==> config.mk <==
export PLATFORM = sky130hd
export DESIGN_NAME = intr_ctrl_flat
export DESIGN_NICKNAME = d
export VERILOG_FILES = /design/src/rtl/intr_if.sv /design/src/rtl/intr_ctrl.sv /design/src/flat_wrapper.sv
export SDC_FILE = /design/constraint.sdc
export NUM_CORES = 1
export LEC_CHECK = 0
export ABC_AREA = 1
export CAP_MARGIN = 20
export CORE_MARGIN = 5
export CORE_UTILIZATION = 45
export DETAILED_ROUTE_END_ITERATION = 10
export MAX_ROUTING_LAYER = met4
export PLACE_DENSITY = 0.91
export SYNTH_ARGS = -nofsm -noshare
export SYNTH_HDL_FRONTEND = slang
export SYNTH_SLANG_ARGS = --single-unit
==> constraint.sdc <==
create_clock -name clk -period 2.5 [get_ports clk]
set_clock_uncertainty 0.15 [all_clocks]
set_input_delay 0.5 -clock clk [delete_from_list [all_inputs] [get_ports clk]]
set_output_delay 0.5 -clock clk [all_outputs]
set_load 0.1 [all_outputs]
==> src/rtl/intr_if.sv <==
// Request/acknowledge bundle between the interrupt controller and its CPU-side driver.
interface intr_if #(
  parameter int NSRC = 4,
  parameter int IDW  = 2
);
  logic [NSRC-1:0] irq;
  logic            ien_we;
  logic [NSRC-1:0] ien_wdata;
  logic [NSRC-1:0] ien;
  logic [NSRC-1:0] pending;
  logic            intr;
  logic            inta;
  logic            eoi;
  logic [IDW-1:0]  irq_id;
  logic            busy;

  modport master (
    output irq, ien_we, ien_wdata, inta, eoi,
    input  ien, pending, intr, irq_id, busy
  );

  modport slave (
    input  irq, ien_we, ien_wdata, inta, eoi,
    output ien, pending, intr, irq_id, busy
  );
endinterface

==> src/rtl/intr_ctrl.sv <==
// Edge-capturing, maskable interrupt controller with fixed or round-robin arbitration
// and a single-level intr/inta/eoi handshake towards the CPU.
module intr_ctrl #(
  parameter int NSRC = 4,
  parameter int IDW  = 2,
  parameter int RR   = 0
) (
  input  logic  clk,
  input  logic  clrn,
  intr_if.slave bus
);

  localparam logic [1:0] S_IDLE = 2'd0;
  localparam logic [1:0] S_REQ  = 2'd1;
  localparam logic [1:0] S_SVC  = 2'd2;

  logic [1:0]      state_q, state_d;
  logic [NSRC-1:0] irq_q;
  logic [NSRC-1:0] pend_q, pend_d;
  logic [NSRC-1:0] ien_q, ien_d;
  logic            intr_q, intr_d;
  logic            busy_q, busy_d;
  logic [IDW-1:0]  id_q, id_d;
  logic [IDW-1:0]  ptr_q, ptr_d;

  logic [NSRC-1:0] elig;
  logic [NSRC-1:0] clr;
  logic [IDW-1:0]  lo_win, hi_win, win;
  logic            lo_found, hi_found;
  int              start;

  assign elig  = pend_q & ien_q;
  assign start = (RR != 0) ? int'(ptr_q) : 0;

  // Downward scan keeps the lowest eligible index overall and the lowest at or above start;
  // the latter wins when present, giving wrap-around search from the pointer.
  always_comb begin
    lo_win   = '0;
    hi_win   = '0;
    lo_found = 1'b0;
    hi_found = 1'b0;
    for (int i = NSRC - 1; i >= 0; i--) begin
      if (elig[i]) begin
        lo_win   = IDW'(i);
        lo_found = 1'b1;
        if (i >= start) begin
          hi_win   = IDW'(i);
          hi_found = 1'b1;
        end
      end
    end
    win = hi_found ? hi_win : lo_win;
  end

  always_comb begin
    state_d = state_q;
    intr_d  = intr_q;
    busy_d  = busy_q;
    id_d    = id_q;
    ptr_d   = ptr_q;
    clr     = '0;
    case (state_q)
      S_IDLE: begin
        if (lo_found) begin
          state_d = S_REQ;
          intr_d  = 1'b1;
          id_d    = win;
        end
      end
      S_REQ: begin
        if (bus.inta) begin
          state_d = S_SVC;
          intr_d  = 1'b0;
          busy_d  = 1'b1;
          clr     = {{(NSRC-1){1'b0}}, 1'b1} << id_q;
        end
      end
      S_SVC: begin
        if (bus.eoi) begin
          state_d = S_IDLE;
          busy_d  = 1'b0;
          if (RR != 0) begin
            ptr_d = (id_q == IDW'(NSRC - 1)) ? '0 : id_q + 1'b1;
          end
        end
      end
      default: begin
        state_d = S_IDLE;
        intr_d  = 1'b0;
        busy_d  = 1'b0;
      end
    endcase
    // A fresh edge on the line being acknowledged must survive the clear.
    pend_d = (pend_q & ~clr) | (bus.irq & ~irq_q);
    ien_d  = bus.ien_we ? bus.ien_wdata : ien_q;
  end

  always_ff @(posedge clk) begin
    if (!clrn) begin
      state_q <= S_IDLE;
      irq_q   <= '0;
      pend_q  <= '0;
      ien_q   <= '1;
      intr_q  <= 1'b0;
      busy_q  <= 1'b0;
      id_q    <= '0;
      ptr_q   <= '0;
    end else begin
      state_q <= state_d;
      irq_q   <= bus.irq;
      pend_q  <= pend_d;
      ien_q   <= ien_d;
      intr_q  <= intr_d;
      busy_q  <= busy_d;
      id_q    <= id_d;
      ptr_q   <= ptr_d;
    end
  end

  assign bus.ien     = ien_q;
  assign bus.pending = pend_q;
  assign bus.intr    = intr_q;
  assign bus.irq_id  = id_q;
  assign bus.busy    = busy_q;

endmodule

==> src/flat_wrapper.sv <==
// flat-port wrapper written by rule: the top's interface ports become plain ports
module intr_ctrl_flat 
#(
  parameter int NSRC = 4,
  parameter int IDW  = 2,
  parameter int RR   = 0
)
  (clk, clrn, bus_irq, bus_ien_we, bus_ien_wdata, bus_inta, bus_eoi, bus_ien, bus_pending, bus_intr, bus_irq_id, bus_busy);
  intr_if #(.NSRC(NSRC), .IDW(IDW)) bus_i ();
  input  logic clk;
  input  logic clrn;
  input wire logic [$bits(bus_i.irq)-1:0] bus_irq;
  input wire logic [$bits(bus_i.ien_we)-1:0] bus_ien_we;
  input wire logic [$bits(bus_i.ien_wdata)-1:0] bus_ien_wdata;
  input wire logic [$bits(bus_i.inta)-1:0] bus_inta;
  input wire logic [$bits(bus_i.eoi)-1:0] bus_eoi;
  output wire logic [$bits(bus_i.ien)-1:0] bus_ien;
  output wire logic [$bits(bus_i.pending)-1:0] bus_pending;
  output wire logic [$bits(bus_i.intr)-1:0] bus_intr;
  output wire logic [$bits(bus_i.irq_id)-1:0] bus_irq_id;
  output wire logic [$bits(bus_i.busy)-1:0] bus_busy;
  assign bus_i.irq = bus_irq;
  assign bus_i.ien_we = bus_ien_we;
  assign bus_i.ien_wdata = bus_ien_wdata;
  assign bus_i.inta = bus_inta;
  assign bus_i.eoi = bus_eoi;
  assign bus_ien = bus_i.ien;
  assign bus_pending = bus_i.pending;
  assign bus_intr = bus_i.intr;
  assign bus_irq_id = bus_i.irq_id;
  assign bus_busy = bus_i.busy;
  intr_ctrl #(.NSRC(NSRC), .IDW(IDW), .RR(RR)) u_core (.clk(clk), .clrn(clrn), .bus(bus_i));
endmodule
==> flow_metrics.env, run 1 <==
export IMPL_outcome="complete, no violations"
export IMPL_maxSlewViolCount=0
export IMPL_ys_async_sr_fraction=0
export IMPL_antenna_left=0
export IMPL_yosysWarnings=0
export IMPL_place_hpwl_um=1210
export IMPL_synth_edf_count=0
export IMPL_fin_nets=131
export IMPL_rr_worst_depth=5
export IMPL_rsz0062_at_grt="false"
export IMPL_ys_types=13
export IMPL_postLayoutCellArea_um2=933
export IMPL_ys_ff_latch=18
export IMPL_dieHeight_um=49.0
export IMPL_endpoint_kind="output port"
export IMPL_final_setup_worst_slack_ps=823
export IMPL_utilization=0.634
export IMPL_grt_pass1_vias=650
export IMPL_synth_most_common_cell="nand2_1"
export IMPL_fill_cells=134
export IMPL_syn_to_final_growth_pct=36.1
export IMPL_seq_area_frac_synth=0.526
export IMPL_clock_path_buffers=2
export IMPL_path_depth=1
export IMPL_num_antenna_cells=0
export IMPL_grt_usage=0.131
export IMPL_grt_max_degree=16
export IMPL_dpl_instance_area_um2=911
export IMPL_cts_tree="done"
export IMPL_fmax_mhz=596
export IMPL_hp_class="register to register"
export IMPL_period_needed_ps=1680
export IMPL_vias=664
export IMPL_finalHoldViolCount=0
export IMPL_synth_top_flop_cell="dfxtp_1"
export IMPL_root_buffer="clkbuf_4"
export IMPL_vdd_drop_max_mv=0.454
export IMPL_fin_crit_sh=0.671
export IMPL_netlist_top_cells_count="nand2_1, dfxtp_1, inv_1, nand3_1, o21ai_0"
export IMPL_synth_top_cell_area_share=0.526
export IMPL_worstPathRequired_ps=1850
export IMPL_multi_input_area_um2=272
export IMPL_insertion_delay_ps=280
export IMPL_cts_htree_levels=1
export IMPL_place_congestion=0.766
export IMPL_critPathKind="register to output port"
export IMPL_rows=14
export IMPL_drive_gt1_frac=0.138
export IMPL_syn_inst=90
export IMPL_tightestPinTransition_ps=491
export IMPL_wl_um=1460
export IMPL_regArea_um2=360
export IMPL_ctsHoldBuffers=0
export IMPL_avgSynthCellArea_um2=7.62
export IMPL_whs_path_depth=1
export IMPL_cpMaxStageDelayCell="dfxtp_1"
export IMPL_max_stage_delay_ps=420
export IMPL_drc=0
export IMPL_cts_buffers_inserted=3
export IMPL_final_cells=132
export IMPL_viasPerCell=5.03
export IMPL_cp_max_fo=5
export IMPL_synth_top_area_cell="dfxtp_1"
export IMPL_synth_nets=103
export IMPL_dp_slack_ps=576
export IMPL_gr_total_overflow=0
export IMPL_leakagePower_nw=0.447
export IMPL_cp_num_buf_inv=1
export IMPL_pin_count=25
export IMPL_dr_pass1_iters=4
export IMPL_ctsResizeCount=0
export IMPL_power_density_nw_per_um2=813
export IMPL_finalSetupViolCount=0
export IMPL_cts_setup_buffers=0
export IMPL_io_buffers=24
export IMPL_ys_top_cells_by_area="dfxtp_1, nand2_1, nand3_1"
export IMPL_core_um2=1470
export IMPL_dp_cells=129
export IMPL_dieArea_um2=2400
export IMPL_synth_area_um2=686
export IMPL_arrival_ps=1030
export IMPL_cp_start_kind="register"
export IMPL_cts_sinks=18
export IMPL_wl_per_cell_um=11.1
export IMPL_path_delay_family="flip-flops"
export IMPL_cts_clk_slew_worst_paths_ps=90
export IMPL_grt_pass1_wl_um=2500
export IMPL_fp_dieW_um=49.0
export IMPL_setup_tns_ps=0
export IMPL_drv_cap=0
export IMPL_initial_utilization=0.466
export IMPL_drt_iter0_drc=10
export IMPL_crit_chain="buf_4"
export IMPL_slew_limit_headroom=0.672
export IMPL_antenna_found_initial=0
## path summary, 6_finish.rpt
path | endpoint | from | slack (ps)
worst max-delay path | bus_irq_id[0] | u_core.bus.irq_id[0] | 820
worst min-delay path | u_core.bus.pending[0] | u_core.irq_q[0] | 270
worst max register to register | u_core.bus.pending[3] | u_core.state_q[0] | 1250
worst min register to register | u_core.bus.pending[0] | u_core.irq_q[0] | 270
## through the flow
step	hold slack [ps]	power [mW]
after detailed placement	261	0.632
after floorplan	249	0.561
after CTS	276	0.764
after global placement	251	0.627
final	271	0.759
after global routing	303	0.797
## power by group
part           leakage (nW)  internal (mW)  total, mW  switching, mW
Combinational         0.284         0.0704      0.284          0.214
Sequential            0.150          0.316      0.339         0.0237
Clock                0.0138         0.0559      0.135         0.0794
## cell type report
cell class / instances / area share
clock buffer: 3 / 0.0241
inverter: 13 / 0.0523
multi-input combinational: 58 / 0.291
sequential: 18 / 0.386
tap: 16 / 0.0214
timing repair buffer: 24 / 0.225
## cell usage in the layout (no fill, tap or decap)
| cell type | n |
|---|---|
| nand3_1 | 13 |
| inv_1 | 13 |
| buf_4 | 12 |
| dfxtp_1 | 18 |
| clkbuf_4 | 3 |
| nor3_4 | 1 |
| a21boi_0 | 1 |
| or2_1 | 1 |
| clkdlybuf4s50_1 | 12 |
| o21ai_0 | 6 |
| nand2_1 | 24 |
| o21ai_1 | 1 |
| a21oi_1 | 5 |
| nor2_1 | 5 |
| a211oi_1 | 1 |
## logic make-up (layout without fill, tap and decap cells)
kind of cell,after synthesis,count (layout),share of synthesized area
simple gates,44,44,0.287
flops,18,18,0.526
compound gates,14,14,0.109
buf+inv,14,40,0.0785
## state kept, by name (all words and copies together), names as in the netlist
| signal | flops |
|---|---|
| u_core.bus.busy | 1 |
| u_core.bus.ien | 4 |
| u_core.bus.intr | 1 |
| u_core.bus.irq_id | 2 |
| u_core.bus.pending | 4 |
| u_core.irq_q | 4 |
| u_core.state_q | 2 |
## per-layer routing
metal	vias up	wire (um)	GRT usage	share of wire
met5	-	0	-	0
met3	5	91	0.0245	0.062
met4	0	26	0.0538	0.018
met1	302	564	0.131	0.39
met2	16	777	0.246	0.53
li1	341	-	-	-
Power figures use the tool's default switching activity.
==> run 2: changes to the inputs <==
--- a/config.mk
+++ b/config.mk
@@ -8,10 +8,10 @@
 export ABC_AREA = 1
 export CAP_MARGIN = 20
 export CORE_MARGIN = 5
-export CORE_UTILIZATION = 45
+export CORE_UTILIZATION = 42
 export DETAILED_ROUTE_END_ITERATION = 10
 export MAX_ROUTING_LAYER = met4
-export PLACE_DENSITY = 0.91
+export PLACE_DENSITY = 0.86
 export SYNTH_ARGS = -nofsm -noshare
 export SYNTH_HDL_FRONTEND = slang
 export SYNTH_SLANG_ARGS = --single-unit
==> constraint.sdc (replaced) <==
create_clock -name clk -period 1.75 [get_ports clk]
set_clock_uncertainty 0.15 [all_clocks]
set_input_delay 0.35 -clock clk [delete_from_list [all_inputs] [get_ports clk]]
set_output_delay 0.35 -clock clk [all_outputs]
set_load 0.1 [all_outputs]
==> flow_metrics.env, run 2 (synthesized netlist as in run 1, its figures left out) <==
export IMPL_place_congestion=0.810
export IMPL_rows=14
export IMPL_antenna_found_initial=0
export IMPL_gr_total_overflow=0
export IMPL_wl_um=1610
export IMPL_tightestPinTransition_ps=334
export IMPL_period_needed_ps=1470
export IMPL_layout_common_cells="nand2_1, inv_1, nand3_1"
export IMPL_p_int_mw=0.758
export IMPL_slew_limit_headroom=0.777
export IMPL_place_hpwl_um=1340
export IMPL_dieArea_um2=2540
export IMPL_ctsResizeCount=0
export IMPL_crit_chain="buf_12"
export IMPL_sw_frac_of_total=0.390
export IMPL_syn_to_final_growth_pct=62.6
export IMPL_grt_pass1_wl_um=2680
export IMPL_hold_ws_ps=264
export IMPL_fin_nets=132
export IMPL_max_stage_delay_ps=470
export IMPL_pwr_share_clk=0.200
export IMPL_antenna_left=0
export IMPL_arrival_ps=970
export IMPL_cp_max_fo=5
export IMPL_critPathKind="register to output port"
export IMPL_finalSetupViolCount=0
export IMPL_dr_pass1_iters=4
export IMPL_leakagePower_nw=0.510
export IMPL_wl_per_cell_um=12.0
export IMPL_fin_crit_sh=0.838
export IMPL_insertion_delay_ps=290
export IMPL_num_antenna_cells=0
export IMPL_path_delay_family="flip-flops"
export IMPL_io_buffers=24
export IMPL_clock_path_buffers=2
export IMPL_cts_tree="done"
export IMPL_root_buffer="clkbuf_4"
export IMPL_comb_power_share=0.393
export IMPL_viasPerCell=5.07
export IMPL_total_power_mw=1.24
export IMPL_hp_class="register to register"
export IMPL_switchingPower_mw=0.484
export IMPL_maxSlewViolCount=0
export IMPL_cts_setup_buffers=0
export IMPL_cpMaxStageDelayCell="dfxtp_1"
export IMPL_power_density_nw_per_um2=1110
export IMPL_pin_count=25
export IMPL_vdd_drop_max_mv=0.737
export IMPL_grt_usage=0.138
export IMPL_finalHoldViolCount=0
export IMPL_drt_iter0_drc=6
export IMPL_cts_htree_levels=1
export IMPL_worstPathRequired_ps=1250
export IMPL_drc=0
export IMPL_cts_clk_slew_worst_paths_ps=100
export IMPL_cts_sinks=18
export IMPL_rsz0062_at_grt="false"
export IMPL_setup_tns_ps=0
export IMPL_outcome="complete, no violations"
export IMPL_seq_power_share=0.407
export IMPL_fill_cells=119
export IMPL_core_um2=1520
export IMPL_drive_gt1_frac=0.220
export IMPL_drv_cap=0
export IMPL_grt_pass1_vias=671
export IMPL_cp_num_buf_inv=1
export IMPL_initial_utilization=0.450
export IMPL_utilization=0.732
export IMPL_cp_start_kind="register"
export IMPL_endpoint_kind="output port"
export IMPL_fp_dieW_um=50.4
export IMPL_final_common_cell="nand2_1"
export IMPL_cts_buffers_inserted=3
export IMPL_vias=679
export IMPL_fmax_mhz=682
export IMPL_ctsHoldBuffers=0
export IMPL_grt_max_degree=11
export IMPL_dieHeight_um=50.4
## run 2: path summary, 6_finish.rpt
kind	depth (start not counted)	slack [ps]	start	endpoint
worst min-delay path	1	260	u_core.irq_q[3]	u_core.bus.pending[3]
worst max register to register	6	440	u_core.bus.pending[2]	u_core.bus.irq_id[0]
worst min register to register	1	260	u_core.irq_q[3]	u_core.bus.pending[3]
worst max-delay path	1	280	u_core.bus.irq_id[0]	bus_irq_id[0]
## run 2: stage by stage
stage	area, um2	setup WS (ps)	cells
after global placement	1080	143	130
after floorplan	696	150	90
final	1110	283	134
after global routing	1110	240	134
after detailed placement	1080	84.0	130
after CTS	1110	272	134
## run 2: cell type report
class	instances	area, um2	area share
Tap cell	16	20.0	0.0180
Sequential cell	18	370	0.332
Inverter	13	48.8	0.0438
Timing Repair Buffer	25	368	0.330
Multi-Input combinational cell	58	272	0.244
Clock buffer	4	36.3	0.0325
## run 2: power groups by stage
| stage | clock network [mW] | logic, mW | registers, mW |
|---|---|---|---|
| global route | 0.276 | 0.513 | 0.512 |
| floorplan | 0 | 0.0944 | 0.712 |
| finish | 0.249 | 0.488 | 0.506 |
| global placement | 0 | 0.480 | 0.512 |
| detailed placement | 0 | 0.490 | 0.515 |
| CTS | 0.254 | 0.491 | 0.506 |
## run 2: per-layer routing
layer  global-route usage  vias to the layer above  share of wire
met2                0.245                       12           0.52
met5                    -                        -              0
li1                     -                      346              -
met1                0.148                      319           0.42
met4               0.0638                        0         0.0081
met3               0.0207                        2          0.048
==> run 3: changes to the inputs <==
==> constraint.sdc (replaced) <==
create_clock -name clk -period 1.5 [get_ports clk]
set_clock_uncertainty 0.15 [all_clocks]
set_input_delay 0.3 -clock clk [delete_from_list [all_inputs] [get_ports clk]]
set_output_delay 0.3 -clock clk [all_outputs]
set_load 0.1 [all_outputs]
==> flow_metrics.env, run 3 (synthesized netlist as in run 1, its figures left out) <==
export IMPL_outcome="complete, no violations"
export IMPL_dieArea_um2=2540
export IMPL_cp_max_fo=5
export IMPL_period_needed_ps=1350
export IMPL_vdd_drop_max_mv=0.902
export IMPL_grt_pass1_wl_um=2770
export IMPL_finalHoldViolCount=0
export IMPL_path_delay_family="flip-flops"
export IMPL_grt_max_degree=11
export IMPL_place_congestion=0.789
export IMPL_dieHeight_um=50.4
export IMPL_fp_dieW_um=50.4
export IMPL_cts_buffers_inserted=3
export IMPL_vias=704
export IMPL_root_buffer="clkbuf_4"
export IMPL_maxSlewViolCount=0
export IMPL_num_antenna_cells=0
export IMPL_ctsResizeCount=0
export IMPL_drive_gt1_frac=0.244
export IMPL_power_density_nw_per_um2=1310
export IMPL_arrival_ps=900
export IMPL_postLayoutCellArea_um2=1120
export IMPL_wl_per_cell_um=12.9
export IMPL_grt_usage=0.147
export IMPL_insertion_delay_ps=300
export IMPL_viasPerCell=5.21
export IMPL_wl_um=1740
export IMPL_cpMaxStageDelayCell="dfxtp_2"
export IMPL_gr_total_overflow=0
export IMPL_crit_chain="buf_12"
export IMPL_leakagePower_nw=0.516
export IMPL_max_stage_delay_ps=410
export IMPL_drt_iter0_drc=17
export IMPL_fill_cells=102
export IMPL_hp_class="register to register"
export IMPL_cts_sinks=18
export IMPL_dr_pass1_iters=4
export IMPL_dpl_instance_area_um2=1090
export IMPL_clock_path_buffers=2
export IMPL_finalSetupViolCount=0
export IMPL_regToRegStartpoint="u_core.state_q[0]"
export IMPL_place_hpwl_um=1380
export IMPL_drc=0
export IMPL_grt_pass1_vias=652
export IMPL_worstPathRequired_ps=1050
export IMPL_initial_utilization=0.450
export IMPL_cts_clk_slew_worst_paths_ps=110
export IMPL_cp_num_buf_inv=1
export IMPL_antenna_left=0
export IMPL_core_um2=1520
export IMPL_total_power_mw=1.47
export IMPL_syn_to_final_growth_pct=64.1
export IMPL_tightestPinTransition_ps=271
export IMPL_critPathKind="register to output port"
export IMPL_crit_start="u_core.bus.irq_id[0]"
export IMPL_rows=14
export IMPL_r2r_slack_ps=210
export IMPL_rsz0062_at_grt="false"
export IMPL_cp_start_kind="register"
export IMPL_path_depth=1
export IMPL_cts_tree="done"
export IMPL_final_common_cell="nand2_1"
export IMPL_pin_count=25
export IMPL_cts_setup_buffers=0
export IMPL_slew_limit_headroom=0.818
export IMPL_ctsHoldBuffers=0
export IMPL_cts_htree_levels=1
export IMPL_rr_worst_depth=5
export IMPL_fmax_mhz=743
export IMPL_endpoint="bus_irq_id[0]"
export IMPL_regToRegEndpoint="u_core.bus.pending[2]"
export IMPL_endpoint_kind="output port"
export IMPL_antenna_found_initial=0
export IMPL_drv_cap=0
export IMPL_io_buffers=24
export IMPL_fin_crit_sh=0.898
export IMPL_fin_nets=133
export IMPL_utilization=0.738
export IMPL_layout_common_cells="nand2_1, inv_1, nand3_1"
-- run 3: changes by cell type in the layout (fill, tap and decap cells not counted), sizes merged --
cell | previous run | this run
buf | 13 | 14
-- run 3: worst min path at each step --
stage                                from               endpoint  slack (ps)  depth (start not counted)
after floorplan           u_core.irq_q[0]  u_core.bus.pending[0]         240                          1
after global placement    u_core.irq_q[1]  u_core.bus.pending[1]         240                          1
after detailed placement  u_core.irq_q[3]  u_core.bus.pending[3]         260                          1
after CTS                 u_core.irq_q[3]  u_core.bus.pending[3]         270                          1
after global routing      u_core.irq_q[0]  u_core.bus.pending[0]         300                          1
final                     u_core.irq_q[0]  u_core.bus.pending[0]         270                          1
-- run 3: worst register-to-register path: cells and delay by family (launching register included) --
kind / cells / cell delay, ps
and+or+nand+nor: 3 / 510
DFF: 1 / 350
buffers and inverters: 1 / 90
AOI/OAI and AO/OA: 1 / 70
-- run 3: report_power, final --
part	internal (mW)	leakage (nW)	switching, mW
clock network	0.148	0.0210	0.156
registers	0.533	0.150	0.0617
logic	0.209	0.345	0.364
-- run 3: cell type report --
cell class,count,area (um2),share of cell area
Tap cell,16,20.0,0.0178
Multi-Input combinational cell,58,272,0.241
Clock buffer,4,36.3,0.0323
Timing Repair Buffer,26,375,0.334
Sequential cell,18,373,0.331
Inverter,13,48.8,0.0434
-- run 3: routing by layer --
metal  share of wire  track usage
met1            0.42        0.157
met2            0.51        0.249
met5               0            -
met3           0.052       0.0266
met4           0.017       0.0894
-- run 3: per-stage QoR --
step / instances / setup slack (ps) / TNS (ps) / hold WS, ps
2_1_floorplan: 90 / 25.5 / 0 / 241
3_3_place_gp: 131 / -57.9 / -102 / 243
3_5_place_dp: 131 / -145 / -532 / 256
4_1_cts: 135 / 149 / 0 / 274
5_1_grt: 135 / 58.2 / 0 / 305
6_report: 135 / 153 / 0 / 271
